<file path="src/rtl/dm_access_unit_pkg.sv">
// Shared encodings for the data-memory access unit: access-size codes,
// FSM state codes, fault causes and the alignment rule.
package dm_access_unit_pkg;

  localparam logic [2:0] DM_WORD              = 3'b000;
  localparam logic [2:0] DM_HALFWORD          = 3'b001;
  localparam logic [2:0] DM_HALFWORD_UNSIGNED = 3'b010;
  localparam logic [2:0] DM_BYTE              = 3'b011;
  localparam logic [2:0] DM_BYTE_UNSIGNED     = 3'b100;

  typedef enum logic [1:0] {
    ST_IDLE   = 2'd0,
    ST_ACCESS = 2'd1,
    ST_RESP   = 2'd2
  } dm_state_e;

  localparam logic [7:0] CAUSE_LOAD_MISALIGN  = 8'd4;
  localparam logic [7:0] CAUSE_LOAD_FAULT     = 8'd5;
  localparam logic [7:0] CAUSE_STORE_MISALIGN = 8'd6;
  localparam logic [7:0] CAUSE_STORE_FAULT    = 8'd7;

  // Unknown size codes fall through to the word rule.
  function automatic logic dm_is_aligned(input logic [2:0] dmtype, input logic [1:0] off);
    case (dmtype)
      DM_HALFWORD, DM_HALFWORD_UNSIGNED: return ~off[0];
      DM_BYTE, DM_BYTE_UNSIGNED:         return 1'b1;
      default:                           return (off == 2'b00);
    endcase
  endfunction

endpackage

</file>
<file path="src/rtl/dm_lane_align.sv">
// Byte-lane steering: store byte enables and replicated write data, plus
// lane selection and sign/zero extension of load data.
module dm_lane_align
  import dm_access_unit_pkg::*;
(
  input  logic [2:0]  dmtype_i,
  input  logic [1:0]  byte_off_i,
  input  logic        we_i,
  input  logic [31:0] wdata_i,
  input  logic [31:0] rdata_i,
  output logic [3:0]  be_o,
  output logic [31:0] wdata_o,
  output logic [31:0] rdata_o
);

  logic [15:0] half;
  logic [7:0]  bytev;

  always_comb begin
    half = byte_off_i[1] ? rdata_i[31:16] : rdata_i[15:0];
    case (byte_off_i)
      2'd0:    bytev = rdata_i[7:0];
      2'd1:    bytev = rdata_i[15:8];
      2'd2:    bytev = rdata_i[23:16];
      default: bytev = rdata_i[31:24];
    endcase
  end

  // Loads always fetch the full word; lane selection happens on the way back.
  always_comb begin
    be_o    = 4'b1111;
    wdata_o = wdata_i;
    rdata_o = rdata_i;
    case (dmtype_i)
      DM_HALFWORD, DM_HALFWORD_UNSIGNED: begin
        if (we_i) be_o = 4'b0011 << {byte_off_i[1], 1'b0};
        wdata_o = {2{wdata_i[15:0]}};
        rdata_o = (dmtype_i == DM_HALFWORD_UNSIGNED) ? {16'h0000, half}
                                                     : {{16{half[15]}}, half};
      end
      DM_BYTE, DM_BYTE_UNSIGNED: begin
        if (we_i) be_o = 4'b0001 << byte_off_i;
        wdata_o = {4{wdata_i[7:0]}};
        rdata_o = (dmtype_i == DM_BYTE_UNSIGNED) ? {24'h000000, bytev}
                                                 : {{24{bytev[7]}}, bytev};
      end
      default: ;
    endcase
  end

endmodule

</file>
<file path="src/rtl/dm_access_unit.sv">
// Data-memory access unit: turns a held MEM-stage request into one RAM
// transaction with alignment checking, ack timeout and a one-cycle response.
module dm_access_unit
  import dm_access_unit_pkg::*;
#(
  parameter int TIMEOUT = 15
) (
  input  logic        clk,
  input  logic        reset,
  input  logic        cpu_req,
  input  logic        cpu_we,
  input  logic [31:0] cpu_addr,
  input  logic [31:0] cpu_wdata,
  input  logic [2:0]  cpu_dmtype,
  output logic [31:0] cpu_rdata,
  output logic        cpu_ready,
  output logic        cpu_fault,
  output logic [7:0]  cpu_cause,
  output logic        ram_req,
  output logic        ram_we,
  output logic [29:0] ram_addr,
  output logic [3:0]  ram_be,
  output logic [31:0] ram_wdata,
  input  logic [31:0] ram_rdata,
  input  logic        ram_ack
);

  localparam int CntW = (TIMEOUT < 1) ? 1 : $clog2(TIMEOUT + 1);
  localparam logic [CntW-1:0] TimeoutVal = CntW'(TIMEOUT);

  dm_state_e        state_q, state_d;
  logic [CntW-1:0]  count_q, count_d;
  logic             ram_req_q, ram_req_d;
  logic             fault_q, fault_d;
  logic [7:0]       cause_q, cause_d;
  logic [31:0]      addr_q, addr_d;
  logic             we_q, we_d;
  logic [2:0]       dmtype_q, dmtype_d;
  logic [31:0]      wdata_q, wdata_d;
  logic [31:0]      rdata_q, rdata_d;

  logic [3:0]       lane_be;
  logic [31:0]      lane_wdata;
  logic [31:0]      lane_rdata;

  always_ff @(posedge clk or posedge reset) begin
    if (reset) begin
      state_q   <= ST_IDLE;
      count_q   <= '0;
      ram_req_q <= 1'b0;
      fault_q   <= 1'b0;
      cause_q   <= '0;
      addr_q    <= '0;
      we_q      <= 1'b0;
      dmtype_q  <= '0;
      wdata_q   <= '0;
      rdata_q   <= '0;
    end else begin
      state_q   <= state_d;
      count_q   <= count_d;
      ram_req_q <= ram_req_d;
      fault_q   <= fault_d;
      cause_q   <= cause_d;
      addr_q    <= addr_d;
      we_q      <= we_d;
      dmtype_q  <= dmtype_d;
      wdata_q   <= wdata_d;
      rdata_q   <= rdata_d;
    end
  end

  always_comb begin
    state_d   = state_q;
    count_d   = count_q;
    ram_req_d = ram_req_q;
    fault_d   = fault_q;
    cause_d   = cause_q;
    addr_d    = addr_q;
    we_d      = we_q;
    dmtype_d  = dmtype_q;
    wdata_d   = wdata_q;
    rdata_d   = rdata_q;
    case (state_q)
      ST_IDLE: begin
        if (cpu_req) begin
          addr_d   = cpu_addr;
          we_d     = cpu_we;
          dmtype_d = cpu_dmtype;
          wdata_d  = cpu_wdata;
          rdata_d  = '0;
          count_d  = '0;
          if (dm_is_aligned(cpu_dmtype, cpu_addr[1:0])) begin
            ram_req_d = 1'b1;
            fault_d   = 1'b0;
            cause_d   = '0;
            state_d   = ST_ACCESS;
          end else begin
            fault_d = 1'b1;
            cause_d = cpu_we ? CAUSE_STORE_MISALIGN : CAUSE_LOAD_MISALIGN;
            state_d = ST_RESP;
          end
        end
      end
      // An ack arriving on the timeout cycle still completes the access.
      ST_ACCESS: begin
        if (ram_ack) begin
          rdata_d   = ram_rdata;
          ram_req_d = 1'b0;
          state_d   = ST_RESP;
        end else if (count_q == TimeoutVal) begin
          ram_req_d = 1'b0;
          fault_d   = 1'b1;
          cause_d   = we_q ? CAUSE_STORE_FAULT : CAUSE_LOAD_FAULT;
          state_d   = ST_RESP;
        end else begin
          count_d = count_q + 1'b1;
        end
      end
      ST_RESP: state_d = ST_IDLE;
      default: state_d = ST_IDLE;
    endcase
  end

  dm_lane_align u_lane_align (
    .dmtype_i   (dmtype_q),
    .byte_off_i (addr_q[1:0]),
    .we_i       (we_q),
    .wdata_i    (wdata_q),
    .rdata_i    (rdata_q),
    .be_o       (lane_be),
    .wdata_o    (lane_wdata),
    .rdata_o    (lane_rdata)
  );

  always_comb begin
    cpu_ready = (state_q == ST_RESP);
    cpu_fault = cpu_ready & fault_q;
    cpu_cause = cpu_fault ? cause_q : 8'h00;
    cpu_rdata = (cpu_ready & ~fault_q & ~we_q) ? lane_rdata : 32'h0;
    ram_req   = ram_req_q;
    ram_we    = ram_req_q & we_q;
    ram_addr  = ram_req_q ? addr_q[31:2] : 30'h0;
    ram_be    = ram_req_q ? lane_be : 4'h0;
    ram_wdata = ram_req_q ? lane_wdata : 32'h0;
  end

endmodule

</file>
<file path="config.mk">
export PLATFORM = sky130hd
export DESIGN_NAME = dm_access_unit
export DESIGN_NICKNAME = d
export VERILOG_FILES = /design/src/rtl/dm_access_unit_pkg.sv /design/src/rtl/dm_lane_align.sv /design/src/rtl/dm_access_unit.sv
export SDC_FILE = /design/constraint.sdc
export NUM_CORES = 1
export LEC_CHECK = 0
export ABC_AREA = 1
export BUFFER_PORTS_ARGS = -buffer_cell sky130_fd_sc_hd__buf_2
export CORE_MARGIN = 2
export CORE_UTILIZATION = 55
export DETAILED_ROUTE_END_ITERATION = 10
export GPL_TIMING_DRIVEN = 0
export PLACE_DENSITY = 0.83
export SYNTH_ARGS = -nofsm -noshare
export SYNTH_HDL_FRONTEND = slang
export SYNTH_SLANG_ARGS = --single-unit
</file>
<file path="constraint.sdc">
create_clock -name clk -period 10.4 [get_ports clk]
set_clock_uncertainty 0.1 [all_clocks]
set_input_delay 1.04 -clock clk [delete_from_list [all_inputs] [get_ports clk]]
set_output_delay 1.04 -clock clk [all_outputs]
set_load 0.02 [all_outputs]
</file>
==> impl_metrics.tcl <==
set metrics [dict create \
    leakagePower_nw 4.89 \
    wl_mm 18.9 \
    syn-instance-count 931 \
    hold_depth 2 \
    pwr_density_cell_mw_per_mm2 331 \
    cts_resized 0 \
    cts_buffers 9 \
    numClockSinks 110 \
    wl_per_cell_um 14.5 \
    grt_overflow 0 \
    nNetsFinal 1260 \
    num_io_pins 214 \
    post_synth.cell_area_avg_sq_um 6.90 \
    yosysTopAreaCell "dfrtp_1" \
    num_antenna_cells 0 \
    synth_compound_area_share_pct 7.76 \
    clk_pin_slew_worst_paths_ns 0.08 \
    drv_cap 0 \
    final_antenna_net_count 0 \
    ys_types 30 \
    slew_headroom_pct 48.5 \
    crit_path_start_kind "flip-flop" \
    synth-edff-count 0 \
    hold_violations 0 \
    synth_top_area_share_pct 42.9 \
    worstSetupPathType "flip-flop to output port" \
    synthMuxAreaShare_pct 0 \
    worst_slew_pin_slew_ns 0.773 \
    status "completed" \
    gr-usage-all-layers_pct 30.3 \
    cts_tree "yes" \
    drt_pass1_iterations 5 \
    vias 6622 \
    ys_seq_area_share_pct 42.9 \
    r2r_cells 7 \
    mostFrequentLayoutCells "357 x nand2_1, 227 x buf_2, 110 x dfrtp_1" \
    min_period_ns 3.20 \
    drt_iter0_drc 485 \
    syn_area_sq_mm 0.00642 \
    r2r_setup_slack_ns 8.65 \
    synth_area_leaders "dfrtp_1 43%, nand2_1 21%, nor2_1 5.7%" \
    place_inst 1287 \
    synthXorXnorAreaFrac_pct 0 \
    holdCritPathClass "flip-flop to flip-flop" \
    hold_start "wdata_q[16]" \
    critPathCaptureType "output port" \
    cts.path.max_buffers 2 \
    core-area_sq_mm 0.0114 \
    gp_congestion 0.959 \
    slowest_stage "clkbuf_1" \
    grt_pass1_vias 6324 \
    cts_root_buf "clkbuf_16" \
    postPlaceCellArea_sq_mm 0.00768 \
    arrival_ns 2.06 \
    start_util_pct 56.2 \
    path_max_fanout 10 \
    synth_flop_cell "dfrtp_1" \
    post-route-period-util_pct 30.8 \
    fin_area_sq_mm 0.00799 \
    clk_latency_ns 0.35 \
    synth-simple-area-share_pct 37.6 \
    grt_max_degree 61 \
    fp.dieW_um 112 \
    grt_pass1_wl_mm 30.4 \
    ys_ff_latch 110 \
    dieHeight_um 112 \
    finalNonFillerCells 1303 \
    drive_gt1_share_pct 27.2 \
    dieArea_sq_mm 0.0126 \
    hpwlAfterDp_mm 14.3 \
    ir_drop_v 0.000216 \
    rsz0062_at_grt "false" \
    vias_per_cell 5.08 \
    cts_htree_levels 3 \
    cts_setup_buffers 0 \
    drc 0 \
    whs_ns 0.378 \
    finalSetupViolations 0 \
    antenna_found_initial 0 \
    cts_hold_buffers 0 \
    final_common_cell "nand2_1" \
    hold_end "wdata_q[16]" \
    rows 39 \
    yosysWarnings 0 \
    synth_fa_ha_area_share_pct 0.195 \
    rr_startpoint "state_q[0]" \
    synth_top_family_by_area "simple AND/OR/NAND/NOR gates" \
    fmax_mhz 312 \
    cpPeakStageDelay_ns 0.46 \
    required_ns 9.26 \
    place_ws_ns 7.66 \
    path_cells "buf_4 -> inv_2 -> clkbuf_1 -> a21oi_1 -> nor2_1 -> o21ai_1 -> inv_1 -> buf_2" \
    area_growth_pct 24.5 \
    io_buffers 208 \
    ys_async_sr_fraction_pct 100 \
    setup_ws_ns 7.20 \
    slew_viol_final 0 \
    rr_endpoint "wdata_q[14]" \
    fin_setup_tns_ns 0 \
]
[area by class of cell]
class | instances | area, sq um
clock buffers | 11 | 243
inverters | 106 | 400
multi-input cells | 664 | 2940
repair buffers | 209 | 1070
flip-flops and latches | 110 | 2750
clock inverters | 5 | 63.8
well taps | 143 | 179
fillers | 1020 | 3430
plain buffers | 55 | 343
[sequential cells by signal, indices dropped and copies added (netlist names)]
name      flops
we_q          1
count_q       4
wdata_q      32
state_q       2
ram_req       1
rdata_q      32
dmtype_q      3
cause_q       3
addr_q       32
[how the worst max path moves through the flow]
| stage | end | cells after the start | start |
|---|---|---|---|
| CTS | cpu_rdata[22] | 9 | addr_q[0] |
| detailed placement | cpu_rdata[22] | 9 | addr_q[0] |
| floorplan | addr_q[0] | 1 | reset |
| finish | ram_be[1] | 8 | addr_q[1] |
| global placement | rdata_q[29] | 2 | reset |
| global route | ram_be[1] | 8 | addr_q[1] |
[cell families after synthesis]
family                   Yosys count
AO/OA/AOI/OAI                     95
adder cells (fa/ha/maj)            1
buffers and inverters            161
flip-flops                       110
other                              1
AND/OR/NAND/NOR                  563
[power by group]
part	switching (mW)	total [mW]	internal, mW
logic	1.01	1.51	0.498
clock network	0.166	0.363	0.197
registers	0.154	0.772	0.618
[metal layers]
metal | track usage [%] | vias to the layer above | wire length [um]
li1 | - | 3296 | -
met5 | 0 | - | 0
met2 | 50.3 | 266 | 9070
met3 | 6.86 | 33 | 1440
met4 | 9.02 | 0 | 394
met1 | 40.3 | 3027 | 7960
[Yosys cell counts, types with 2 or more instances]
library cell / count
nand2_1: 357
and3_1: 2
buf_12: 2
inv_2: 13
nand2_4: 4
inv_1: 93
o21bai_1: 4
o21ai_1: 7
nand3_4: 2
nand3_2: 10
dfrtp_1: 110
nor2_2: 13
buf_6: 3
buf_2: 19
a21oi_1: 13
nor2_1: 97
nand2_2: 5
o211ai_1: 4
nand3_1: 68
buf_4: 15
clkbuf_1: 15
nand2_8: 2
o21ai_0: 66
[through the flow]
| step | power (mW) | util (%) |
|---|---|---|
| global placement | 2.24 | 67.0 |
| CTS | 2.64 | 70.0 |
| floorplan | 1.82 | - |
| finish | 2.65 | 70.0 |
| detailed placement | 2.27 | 67.3 |
| global route | 2.85 | 70.0 |
[critical path, delay by kind of cell, from the launching register on]
kind,cells,cell delay (ns)
AO/OA/AOI/OAI,2,0.25
AND/OR/NAND/NOR,1,0.13
flip-flops,1,0.36
buffers and inverters,5,0.95
(Power assumes the default switching activity.)
